## config.mk

```make
export PLATFORM = sky130hd
export DESIGN_NAME = uart_rx_frame_ctrl
export DESIGN_NICKNAME = d
export VERILOG_FILES = /design/src/rtl/uart_rx_frame_ctrl.sv
export SDC_FILE = /design/constraint.sdc
export NUM_CORES = 1
export LEC_CHECK = 0
export BUFFER_PORTS_ARGS = -buffer_cell sky130_fd_sc_hd__buf_4
export CAP_MARGIN = 25
export CELL_PAD_IN_SITES_DETAIL_PLACEMENT = 0
export CELL_PAD_IN_SITES_GLOBAL_PLACEMENT = 1
export CORE_MARGIN = 8
export CORE_UTILIZATION = 53
export CTS_CLUSTER_DIAMETER = 120
export CTS_CLUSTER_SIZE = 16
export DETAILED_ROUTE_END_ITERATION = 12
export PLACE_DENSITY_LB_ADDON = 0.12
export SLEW_MARGIN = 20
export SYNTH_ARGS = -nofsm -noshare
export SYNTH_HDL_FRONTEND = slang
export SYNTH_SLANG_ARGS = --single-unit
```

## constraint.sdc

```tcl
create_clock -name I_sys_clk -period 3.02 [get_ports I_sys_clk]
set_input_delay 0.302 -clock I_sys_clk [delete_from_list [all_inputs] [get_ports I_sys_clk]]
set_output_delay 0.302 -clock I_sys_clk [all_outputs]
set_load 0.05 [all_outputs]
```

## src/rtl/uart_rx_frame_ctrl.sv

```systemverilog
// Frame sequencer for the cube-move UART receive path: SOF, LEN, payload, XOR check, drain to executor.
// Optional inter-byte timeout is built when FRAME_TIMEOUT_EN is defined.
module uart_rx_frame_ctrl #(
  parameter int         MAX_LEN        = 16,
  parameter logic [7:0] SOF_BYTE       = 8'hA5,
  parameter int         TIMEOUT_CYCLES = 50000
) (
  input  logic       I_sys_clk,
  input  logic       I_rst_n,
  input  logic       I_enable,
  input  logic [7:0] I_rx_data,
  input  logic       I_rx_data_valid,
  output logic       O_baud_enable,
  output logic [7:0] O_move_data,
  output logic       O_move_valid,
  input  logic       I_move_ready,
  output logic       O_frame_done,
  output logic       O_frame_err,
  output logic [1:0] O_err_code,
  output logic       O_overrun
);

  localparam int         PW        = $clog2(MAX_LEN + 1);
  localparam int         AW        = (MAX_LEN > 1) ? $clog2(MAX_LEN) : 1;
  localparam int         DEPTH     = 1 << AW;
  localparam logic [7:0] MAX_LEN_B = 8'(MAX_LEN);

  if (MAX_LEN < 1 || MAX_LEN > 255 || TIMEOUT_CYCLES < 1) begin : g_param_check
    $error("uart_rx_frame_ctrl: MAX_LEN must be 1..255 and TIMEOUT_CYCLES >= 1");
  end

  typedef enum logic [2:0] {
    S_IDLE,
    S_LEN,
    S_PAYLOAD,
    S_CHECK,
    S_DRAIN
  } state_t;

  state_t        state;
  logic [7:0]    frame_buf [DEPTH];
  logic [PW-1:0] len;
  logic [PW-1:0] wr_ptr;
  logic [PW-1:0] rd_ptr;
  logic [PW-1:0] rd_next;
  logic [7:0]    xor_acc;
  logic          rx_byte;
  logic          in_frame;
  logic          timeout_hit;

  // A byte only counts as received while the path is enabled.
  assign rx_byte  = I_rx_data_valid & I_enable;
  assign in_frame = (state == S_LEN) || (state == S_PAYLOAD) || (state == S_CHECK);
  assign rd_next  = rd_ptr + PW'(1);

`ifdef FRAME_TIMEOUT_EN
  localparam int TW = $clog2(TIMEOUT_CYCLES + 1);
  logic [TW-1:0] timeout_cnt;

  always_ff @(posedge I_sys_clk or negedge I_rst_n) begin
    if (!I_rst_n) begin
      timeout_cnt <= '0;
    end else if (!in_frame || rx_byte || !I_enable) begin
      timeout_cnt <= '0;
    end else begin
      timeout_cnt <= timeout_cnt + TW'(1);
    end
  end

  // Fires on the TIMEOUT_CYCLES-th quiet edge after the last byte.
  assign timeout_hit = in_frame && I_enable && !rx_byte &&
                       (timeout_cnt == TW'(TIMEOUT_CYCLES - 1));
`else
  assign timeout_hit = 1'b0;
`endif

  always_ff @(posedge I_sys_clk) begin
    if (state == S_PAYLOAD && rx_byte) begin
      frame_buf[wr_ptr[AW-1:0]] <= I_rx_data;
    end
  end

  always_ff @(posedge I_sys_clk or negedge I_rst_n) begin
    if (!I_rst_n) begin
      state         <= S_IDLE;
      len           <= '0;
      wr_ptr        <= '0;
      rd_ptr        <= '0;
      xor_acc       <= '0;
      O_baud_enable <= 1'b0;
      O_move_data   <= '0;
      O_move_valid  <= 1'b0;
      O_frame_done  <= 1'b0;
      O_frame_err   <= 1'b0;
      O_err_code    <= '0;
      O_overrun     <= 1'b0;
    end else begin
      O_baud_enable <= I_enable;
      O_frame_done  <= 1'b0;
      O_frame_err   <= 1'b0;
      case (state)
        S_IDLE: begin
          if (rx_byte && I_rx_data == SOF_BYTE) begin
            state <= S_LEN;
          end
        end
        S_LEN: begin
          if (!I_enable) begin
            state <= S_IDLE;
          end else if (timeout_hit) begin
            O_frame_err <= 1'b1;
            O_err_code  <= 2'd3;
            state       <= S_IDLE;
          end else if (rx_byte) begin
            if (I_rx_data == 8'd0 || I_rx_data > MAX_LEN_B) begin
              O_frame_err <= 1'b1;
              O_err_code  <= 2'd1;
              state       <= S_IDLE;
            end else begin
              len     <= I_rx_data[PW-1:0];
              xor_acc <= I_rx_data;
              wr_ptr  <= '0;
              state   <= S_PAYLOAD;
            end
          end
        end
        S_PAYLOAD: begin
          if (!I_enable) begin
            state <= S_IDLE;
          end else if (timeout_hit) begin
            O_frame_err <= 1'b1;
            O_err_code  <= 2'd3;
            state       <= S_IDLE;
          end else if (rx_byte) begin
            wr_ptr  <= wr_ptr + PW'(1);
            xor_acc <= xor_acc ^ I_rx_data;
            if (wr_ptr + PW'(1) == len) begin
              state <= S_CHECK;
            end
          end
        end
        S_CHECK: begin
          if (!I_enable) begin
            state <= S_IDLE;
          end else if (timeout_hit) begin
            O_frame_err <= 1'b1;
            O_err_code  <= 2'd3;
            state       <= S_IDLE;
          end else if (rx_byte) begin
            if (I_rx_data == xor_acc) begin
              rd_ptr       <= '0;
              O_move_data  <= frame_buf[0];
              O_move_valid <= 1'b1;
              state        <= S_DRAIN;
            end else begin
              O_frame_err <= 1'b1;
              O_err_code  <= 2'd2;
              state       <= S_IDLE;
            end
          end
        end
        S_DRAIN: begin
          // Draining ignores I_enable so an accepted frame is always delivered whole.
          if (rx_byte) begin
            O_overrun <= 1'b1;
          end
          if (O_move_valid && I_move_ready) begin
            if (rd_ptr == len - PW'(1)) begin
              O_move_valid <= 1'b0;
              O_frame_done <= 1'b1;
              state        <= S_IDLE;
            end else begin
              rd_ptr      <= rd_next;
              O_move_data <= frame_buf[rd_next[AW-1:0]];
            end
          end
        end
        default: state <= S_IDLE;
      endcase
    end
  end

endmodule
```

### Word level (Yosys, flattened, before mapping)

Memory sizes are Yosys's and may differ from the RTL's.
Index checks and enable logic that the tools add are counted.

| word-level totals | value |
|---|---|
| register bits | 41 |
| memory bits (writable) | 128 |
| output and inout bits | 15 |
| logic and storage cells | 124 |
| memories | 1 |

| operators by class | value |
|---|---|
| $add $sub $neg | 3 |
| magnitude comparators | 1 |
| equal/unequal tests | 26 |
| multiplexer cells | 62 |
| bitwise logic cells | 3 |
| reduce and logical (&&, ||, !) cells | 16 |

Memory list:

| name | depth | width | rd ports | clocked after Yosys merged registers in | write ports | RTL line | RTL |
|---|---|---|---|---|---|---|---|
| frame_buf | 16 | 8 | 2 | 0 | 1 | 41 | `logic [7:0] frame_buf [DEPTH];` |

Operator list:

| operator | count |
|---|---|
| $mux W8 | 10 |
| $mux W5 | 10 |
| $mux W3 | 11 |
| $pmux W8 S2 | 2 |
| $ne A2 B2 Y1 const B | 12 |
| $pmux W5 S2 | 2 |
| $reduce_and A6 Y1 | 3 |
| $mux W1 | 16 |
| $pmux W3 S5 | 1 |
| $mux W2 | 7 |
| $reduce_and A7 Y1 | 2 |
| $add A5 B1 Y5 const B | 2 |
| $eq A5 B5 Y1 | 2 |
| $ne A3 B3 Y1 const B | 3 |
| $eq A8 B8 Y1 | 1 |
| $eq A8 B8 Y1 const B | 1 |
| $gt A8 B5 Y1 const B | 1 |
| $logic_not A8 Y1 | 1 |
| $xor A8 B8 Y8 | 1 |
| $eq A3 B2 Y1 const B | 2 |
| $reduce_bool A2 Y1 | 3 |
| $sub A5 B1 Y5 const B | 1 |
| $ne A2 B1 Y1 const B | 2 |
| $pmux W1 S2 | 2 |
| 11 further kinds | 13 |

### Logic depth before layout (Yosys ltp)

Gate-level depths: netlist of the first run.

| depth | value |
|---|---|
| depth after elaboration | 6 |
| mapped depth | 8 |
| depth with buffers taken out | 7 |

### Worst setup path after synthesis of the first run

OpenSTA, ideal clock, no wires.

| timing | value |
|---|---|
| kind | register to register |
| start | register rd_ptr[1] |
| end | register O_move_data[1] |
| arrival time | 2240 ps |
| required time | 2892 ps |
| path slack | 653 ps |
| cell stages (with the launch flop) | 9 |
| clock period less this slack | 2367 ps |
| path through | dfrtp_1 > ha_1 > clkbuf_1 > clkbuf_1 > mux4_2 > mux2_2 > nand3_1 > o311ai_1 > mux2_1 |

| between the ends | value |
|---|---|
| longest elaborated chain between the ends | 5 |
| elaborated cells between the ends (all ways) | 8 |
| classes of those cells | add/sub: 1; eq/ne: 2; mux: 3; reduce/logical: 1; memory: 1 |

RTL lines:

| what | RTL line | RTL |
|---|---|---|
| start, declared | 44 | `logic [PW-1:0] rd_ptr;` |
| start signal, assigned | 173 | `rd_ptr <= rd_next;` |
| $add A5 B1 Y5 | 54 | `assign rd_next = rd_ptr + PW'(1);` |
| $mem_v2 Z16 W8 | n/a |  |
| $mux W8 | 168 | `if (rd_ptr == len - PW'(1)) begin` |
| $mux W8 | 167 | `if (O_move_valid && I_move_ready) begin` |
| $pmux W8 S2 | 101 | `case (state)` |
| end signal, assigned | 152 | `O_move_data <= frame_buf[0];` |
| end signal, assigned | 174 | `O_move_data <= frame_buf[rd_next[AW-1:0]];` |
| end, declared | 14 | `output logic [7:0] O_move_data,` |

Several ways; a longest one is shown, not always the timed one. The select of a mux whose other input is x is not followed.
A chain may end at the register's enable or synchronous reset.

### Final worst setup path of the first run

| timing | value |
|---|---|
| start | register len[0] |
| end | register O_move_data[1] |

| between the ends | value |
|---|---|
| longest elaborated chain between the ends | 4 |

RTL lines:

| what | RTL line | RTL |
|---|---|---|
| start, declared | 42 | `logic [PW-1:0] len;` |
| start signal, assigned | 120 | `len <= I_rx_data[PW-1:0];` |
| $sub A5 B1 Y5 | 168 |  |
| $eq A5 B5 Y1 | 168 |  |
| $ne A2 B2 Y1 (no line) | n/a |  |
| $reduce_and A6 Y1 (no line) | n/a |  |

No other way between the ends.

==> impl_metrics.toml, run 1 <==
[place]
dp_hpwl_um = 10440
dp_slack_ns = 0.3734
dpl_cell_area_mm2 = 0.007963
gp_congestion = 0.7912
port_buffers = 27

[routing]
via_per_inst = 5.914
drc = 0
final_antenna_net_count = 0
drt-total-wl_um = 16000
wl_per_cell_um = 22.18
drt_iter0_markers = 322
vias = 4264
drt_first_pass_iters = 4

[clocking]
cts_setup_buffers = 0
numCtsBuffers = 17
cts_htree_levels = 4
cts-root-buf = "clkbuf_16"
cts_num_sinks = 169
path_clk_slew_ns = 0.06
cts_resized = 0
clock_path_buffers = 2
cts_tree = "done"
insertion_delay_ns = 0.42

[grt]
antenna_found_initial = 0
grt_pass1_vias = 4436
grtUsageTotal_pct = 19.22
grt_start_max_net_pins = 42
grt_overflow = 0
grt_pass1_wl_um = 25860

[synthesis]
synth_cell_types = 63
syn-instance-count = 478
synth_ff_type = "edfxtp_1"
synth_warnings = 0
ys_async_sr_fraction_pct = 24.26
synth_fp_nets = 497
ys_ff_latch = 169
avgSynthCellArea_um2 = 15.60
synth_edf_count = 128
netlist_area_mm2 = 0.007457
seq_area_frac_synth_pct = 65.30

[setup_path]
cpLargestDelayFamily = "compound AO/OA/AOI/OAI gates"
crit_required_ns = 3.32
path_buf_inv = 1
crit_slowest_cell = "o211ai_2"
cpPeakStageDelay_ns = 0.82
r2r_setup_slack_ns = 0.36
crit_path_start = "len[0]"
crit_arrival_ns = 2.96
critPathKind = "register to register"
crit_fanout = 12
cp-start-kind = "register"
path_depth = 7
rr_worst_depth = 7
path_cells = "inv_1 > ha_1 > xnor2_1 > a211oi_2 > o311ai_2 > o211ai_2 > mux2_1"
r2r-start = "len[0]"
end_kind = "register"

[finish]
final_core_util_pct = 61.89
syn_to_final_growth_pct = 14.75
final_area_mm2 = 0.008557
final_nets = 547
drive_gt1_share_pct = 24.58
diodes = 0
fillers = 1017

[run]
maxCapViolations = 0

[timing]
fin_crit_sh_pct = 88.12
tightest_slew_ns = 0.9845
rsz0062_at_grt = "false"
fmax_mhz = 375.8
slew_headroom_pct = 34.17
setup_slack_ns = 0.3588
finalHoldViolations = 0
slew_violations = 0
setup_tns_ns = 0
final.setup_skew_ns = 0.009451
finalCriticalPeriod_ns = 2.661
finalSetupViolCount = 0

[power_and_ir_drop]
power_density_mw_per_mm2 = 673.0
peakVddDrop_mv = 0.5486
leakagePower_uw = 0.003138
total_power_uw = 5759

[run_status]
status = "finished, final reports clean"

[floorplan]
initial_utilization_pct = 53.93
die_h_um = 134.6
placementRows = 43
coreArea_mm2 = 0.01383
die_w_um = 134.6
die_area_mm2 = 0.01812
io-pin-count = 28

[worst_hold_path]
worstHoldPathType = "input port to register"
hold_depth = 1
min_from = "I_enable"
[cells in the final DEF (no fill, tap or decap), types with 4 or more instances in the layout]
cell	count
dfrtp_1	40
mux2_2	11
xor2_1	6
nor2_1	40
o21ai_0	10
xnor2_1	18
mux4_1	8
a22o_1	4
inv_1	8
mux4_2	24
nand2_1	23
mux2_4	8
clkbuf_16	17
nand3_1	23
a31oi_1	11
nor3_1	9
edfxtp_1	128
buf_4	56
o311ai_1	7
nand4_1	4
a21oi_1	9
nand2b_1	6
ha_1	6
clkinv_1	7
[flip-flops by register name, summed over array words and instances, names as in the netlist, 2 cells and up]
| register | cells |
|---|---|
| state | 3 |
| O_err_code | 2 |
| frame_buf | 128 |
| O_move_data | 8 |
| len | 5 |
| rd_ptr | 5 |
| wr_ptr | 5 |
| xor_acc | 8 |
[power breakdown]
part / switching (µW) / internal (µW) / total [µW]
Combinational: 460 / 324 / 784
Sequential: 173 / 2650 / 2820
Clock: 865 / 1290 / 2150
[area by class of cell]
cell class                 instances  area, µm²  area share (%)
clock inverter                    14      155.1           1.813
timing repair buffer              57      430.4           5.030
clock buffer                      18      429.2           5.015
inverter                           9      33.78          0.3948
multi-input combinational        274       2412           28.19
tap                              180      225.2           2.632
sequential                       169       4871           56.92
[worst register-to-register path, delay by kind of cell, from the launching register on]
kind / cells / cell delay [ns]
DFF: 1 / 0.43
buffers and inverters: 1 / 0.07
xor gates and xnor gates: 1 / 0.13
muxes: 1 / 0.40
adders and majority gates: 1 / 0.30
AOI/OAI and AO/OA: 3 / 1.21
[logic make-up after synthesis]
family,share of synthesized area [%]
DFF,65.30
and+or+nand+nor,8.003
AOI/OAI and AO/OA,6.040
muxes,14.04
buffers and inverters,2.349
xor gates and xnor gates,3.255
adders and majority gates,1.007
[synth_stat cells (3+ instances only)]
master    instances  area [µm²]
edfxtp_1        128        3844
clkbuf_1         13       48.80
o21ai_0          10       50.05
nand2_1          23       86.33
ha_1              6       75.07
a21oi_1           9       45.04
nor3_1            9       45.04
xnor2_1          18       157.7
mux2i_1           3       30.03
inv_1             8       30.03
nand3_1          23       115.1
buf_2             7       35.03
nand2b_1          6       37.54
nand4_1           4       25.02
mux4_2           24       540.5
nor2_1           40       150.1
mux4_1            8       210.2
xor2_1            6       52.55
mux2_4            8       120.1
o311ai_1          7       61.31
a22o_1            4       35.03
mux2_2           11       123.9
dfrtp_1          41        1026
a31oi_1          11       68.82
a21o_1            3       22.52
[stage by stage]
step                      cells  hold slack [ns]
after detailed placement    688           0.3359
final                       721          0.04240
after floorplan             478         0.006409
after global routing        721          0.02389
after global placement      688           0.3281
after CTS                   721          0.01195
[repair_timing]
| item | CTS | global route |
|---|---|---|
| hold endpoints to repair | 41 | 0 |
| hold buffers | 1 | 0 |
| endpoints found under the setup margin | 0 | 0 |
[layer usage]
| layer | track usage (%) | part of all wire, % | up-vias |
|---|---|---|---|
| li1 | - | - | 1958 |
| met1 | 25.13 | 44 | 2184 |
| met2 | 30.81 | 50 | 98 |
| met3 | 3.715 | 3.6 | 24 |
| met4 | 8.235 | 2.3 | 0 |
| met5 | 0 | 0 | - |
[final timing paths]
path,end
setup / recovery,O_move_data[1]
hold / removal,O_baud_enable
setup reg to reg,O_move_data[1]
hold reg to reg,O_overrun
max in group asynchronous,rd_ptr[0]
min in group asynchronous,O_move_data[3]
Note: power is estimated with default switching activity, not from simulation.
==> run 2, diff against run 1 <==
--- a/config.mk
+++ b/config.mk
@@ -9,6 +9,7 @@
 export CAP_MARGIN = 25
 export CELL_PAD_IN_SITES_DETAIL_PLACEMENT = 0
 export CELL_PAD_IN_SITES_GLOBAL_PLACEMENT = 1
+export CORE_ASPECT_RATIO = 0.5
 export CORE_MARGIN = 8
 export CORE_UTILIZATION = 53
 export CTS_CLUSTER_DIAMETER = 120
@@ -19,3 +20,4 @@
 export SYNTH_ARGS = -nofsm -noshare
 export SYNTH_HDL_FRONTEND = slang
 export SYNTH_SLANG_ARGS = --single-unit
+export TNS_END_PERCENT = 100
==> run 2 against run 1 <==
Net effect:
- global-route usage rose by 0.49 points
- hold slack got worse by 0.017 ns
- final cell count rose by 2.5%
- first-iteration DRC count rose by 18%
- routed wire length rose by 6.5%
- design area rose by 0.94%
- highest routed layer unchanged
==> impl_metrics.toml, run 2 (synthesis results as in run 1) <==
[grt]
grt_pass1_wl_um = 26750
antenna_found_initial = 0
grt_pass1_vias = 4535
grt_start_max_net_pins = 42
grt_overflow = 0
grtUsageTotal_pct = 19.70

[power_and_ir_drop]
power.switching_uw = 1646
comb_power_share_pct = 13.5
p_int_uw = 4156
leakagePower_uw = 0.003175
swShare_pct = 28.37
power_density_mw_per_mm2 = 671.8
power_frac_clock_pct = 37.9
power_frac_seq_pct = 48.7
total_power_uw = 5803
peakVddDrop_mv = 0.3596

[timing]
fin_crit_sh_pct = 86.15
tightest_slew_ns = 0.9883
slew_headroom_pct = 33.92
rsz0062_at_grt = "false"
fmax_mhz = 384.4
finalSetupViolCount = 0
finalHoldViolations = 0
hold_ws_ns = 0.02540
setup_tns_ns = 0
slew_violations = 0
final.setup_skew_ns = 0.01470
finalCriticalPeriod_ns = 2.602

[finish]
drive_gt1_share_pct = 26.87
final-seq-area_mm2 = 0.004871
diodes = 0
multi_input_area_mm2 = 0.002417
largest_register_ffs = 128
final_area_mm2 = 0.008637
final_common_cell = "edfxtp_1"
syn_to_final_growth_pct = 15.82
final_core_util_pct = 63.21
final_cell_mix = "edfxtp_1 (128), buf_4 (62), dfrtp_1 (40), nor2_1 (40), mux4_2 (24)"
fillers = 1034
final_nets = 553

[run_status]
status = "finished, final reports clean"

[setup_path]
crit_slowest_cell = "o211ai_2"
r2r-start = "len[1]"
rr_worst_depth = 8
end_kind = "register"
path_buf_inv = 2
r2r_setup_slack_ns = 0.42
crit_required_ns = 3.37
r2r_end = "rd_ptr[3]"
cpPeakStageDelay_ns = 0.82
path_cells = "inv_1 > ha_1 > xnor2_1 > a211oi_2 > o311ai_2 > o211ai_2 > buf_4 > mux2i_1"
critPathKind = "register to register"
crit_fanout = 11
cpLargestDelayFamily = "compound AO/OA/AOI/OAI gates"
cp-start-kind = "register"
crit_arrival_ns = 2.95

[place]
port_buffers = 27
dp_hpwl_um = 11140
dpl_cell_area_mm2 = 0.008028
gp_congestion = 0.7930

[clocking]
numCtsBuffers = 17
cts_htree_levels = 4
clock_path_buffers = 2
insertion_delay_ns = 0.43
cts_resized = 0
cts-root-buf = "clkbuf_16"
cts_setup_buffers = 0
path_clk_slew_ns = 0.07
cts_tree = "done"
cts_num_sinks = 169

[floorplan]
die_area_mm2 = 0.01835
die_w_um = 183.8
io-pin-count = 28
placementRows = 30
die_h_um = 99.88
initial_utilization_pct = 54.58
coreArea_mm2 = 0.01366

[run]
maxCapViolations = 0

[worst_hold_path]
hold_depth = 1
min_from = "I_enable"
worstHoldPathType = "input port to register"
whs_endpoint = "O_baud_enable"

[routing]
vias = 4364
drc = 0
drt_first_pass_iters = 5
drt-total-wl_um = 17030
via_per_inst = 5.905
final_antenna_net_count = 0
drt_iter0_markers = 380
wl_per_cell_um = 23.04
[run 2: repair_timing]
item	in CTS	in global routing
hold endpoints to repair	41	0
endpoints found under the setup margin	0	0
hold buffers	1	0
[run 2: worst max path at each step]
stage / start / to / slack [ns] / depth (start not counted)
finish: len[1] / rd_ptr[3] / 0.42 / 8
global route: len[1] / rd_ptr[3] / 0.22 / 8
CTS: len[1] / rd_ptr[3] / 0.41 / 8
detailed placement: len[1] / O_move_data[1] / 0.43 / 7
global placement: rd_ptr[1] / O_move_data[5] / 0.45 / 7
floorplan: rd_ptr[1] / O_move_data[1] / 0.65 / 8
[run 2: power by group through the flow]
| stage | logic, µW | registers, µW | clock network [µW] |
|---|---|---|---|
| 2_1_floorplan | 556 | 2820 | 0 |
| 3_3_place_gp | 770 | 2870 | 0 |
| 3_5_place_dp | 778 | 2870 | 0 |
| 4_1_cts | 786 | 2820 | 2230 |
| 5_1_grt | 867 | 2840 | 2310 |
| 6_report | 782 | 2820 | 2200 |
[run 2: area by class of cell]
| cell class | instances | area share (%) |
|---|---|---|
| flip-flops and latches | 169 | 56.40 |
| multi-input cells | 274 | 27.99 |
| repair buffers | 63 | 5.505 |
| clock buffers | 17 | 4.925 |
| well taps | 192 | 2.781 |
| clock inverters | 15 | 2.014 |
| inverters | 9 | 0.3911 |
[run 2: worst register-to-register path, cell delays in order, from the launching register on]
cell      delay [ns]
dfrtp_1         0.40
inv_1           0.06
ha_1            0.28
xnor2_1         0.14
a211oi_2        0.20
o311ai_2        0.18
o211ai_2        0.82
buf_4           0.26
mux2i_1         0.18
[run 2: per-stage QoR]
step | worst slack (ns) | cells
floorplan | 0.6527 | 478
global placement | 0.4489 | 706
detailed placement | 0.4335 | 706
CTS | 0.4119 | 739
global route | 0.2164 | 739
finish | 0.4183 | 739
[run 2: per-layer routing]
layer  GRT usage, %  wire, µm  vias up
met3          4.218       886       22
met2          29.86      7699      127
met5              0         0        -
met1          28.21      8220     2244
li1               -         -     1971
met4          6.038       222        0
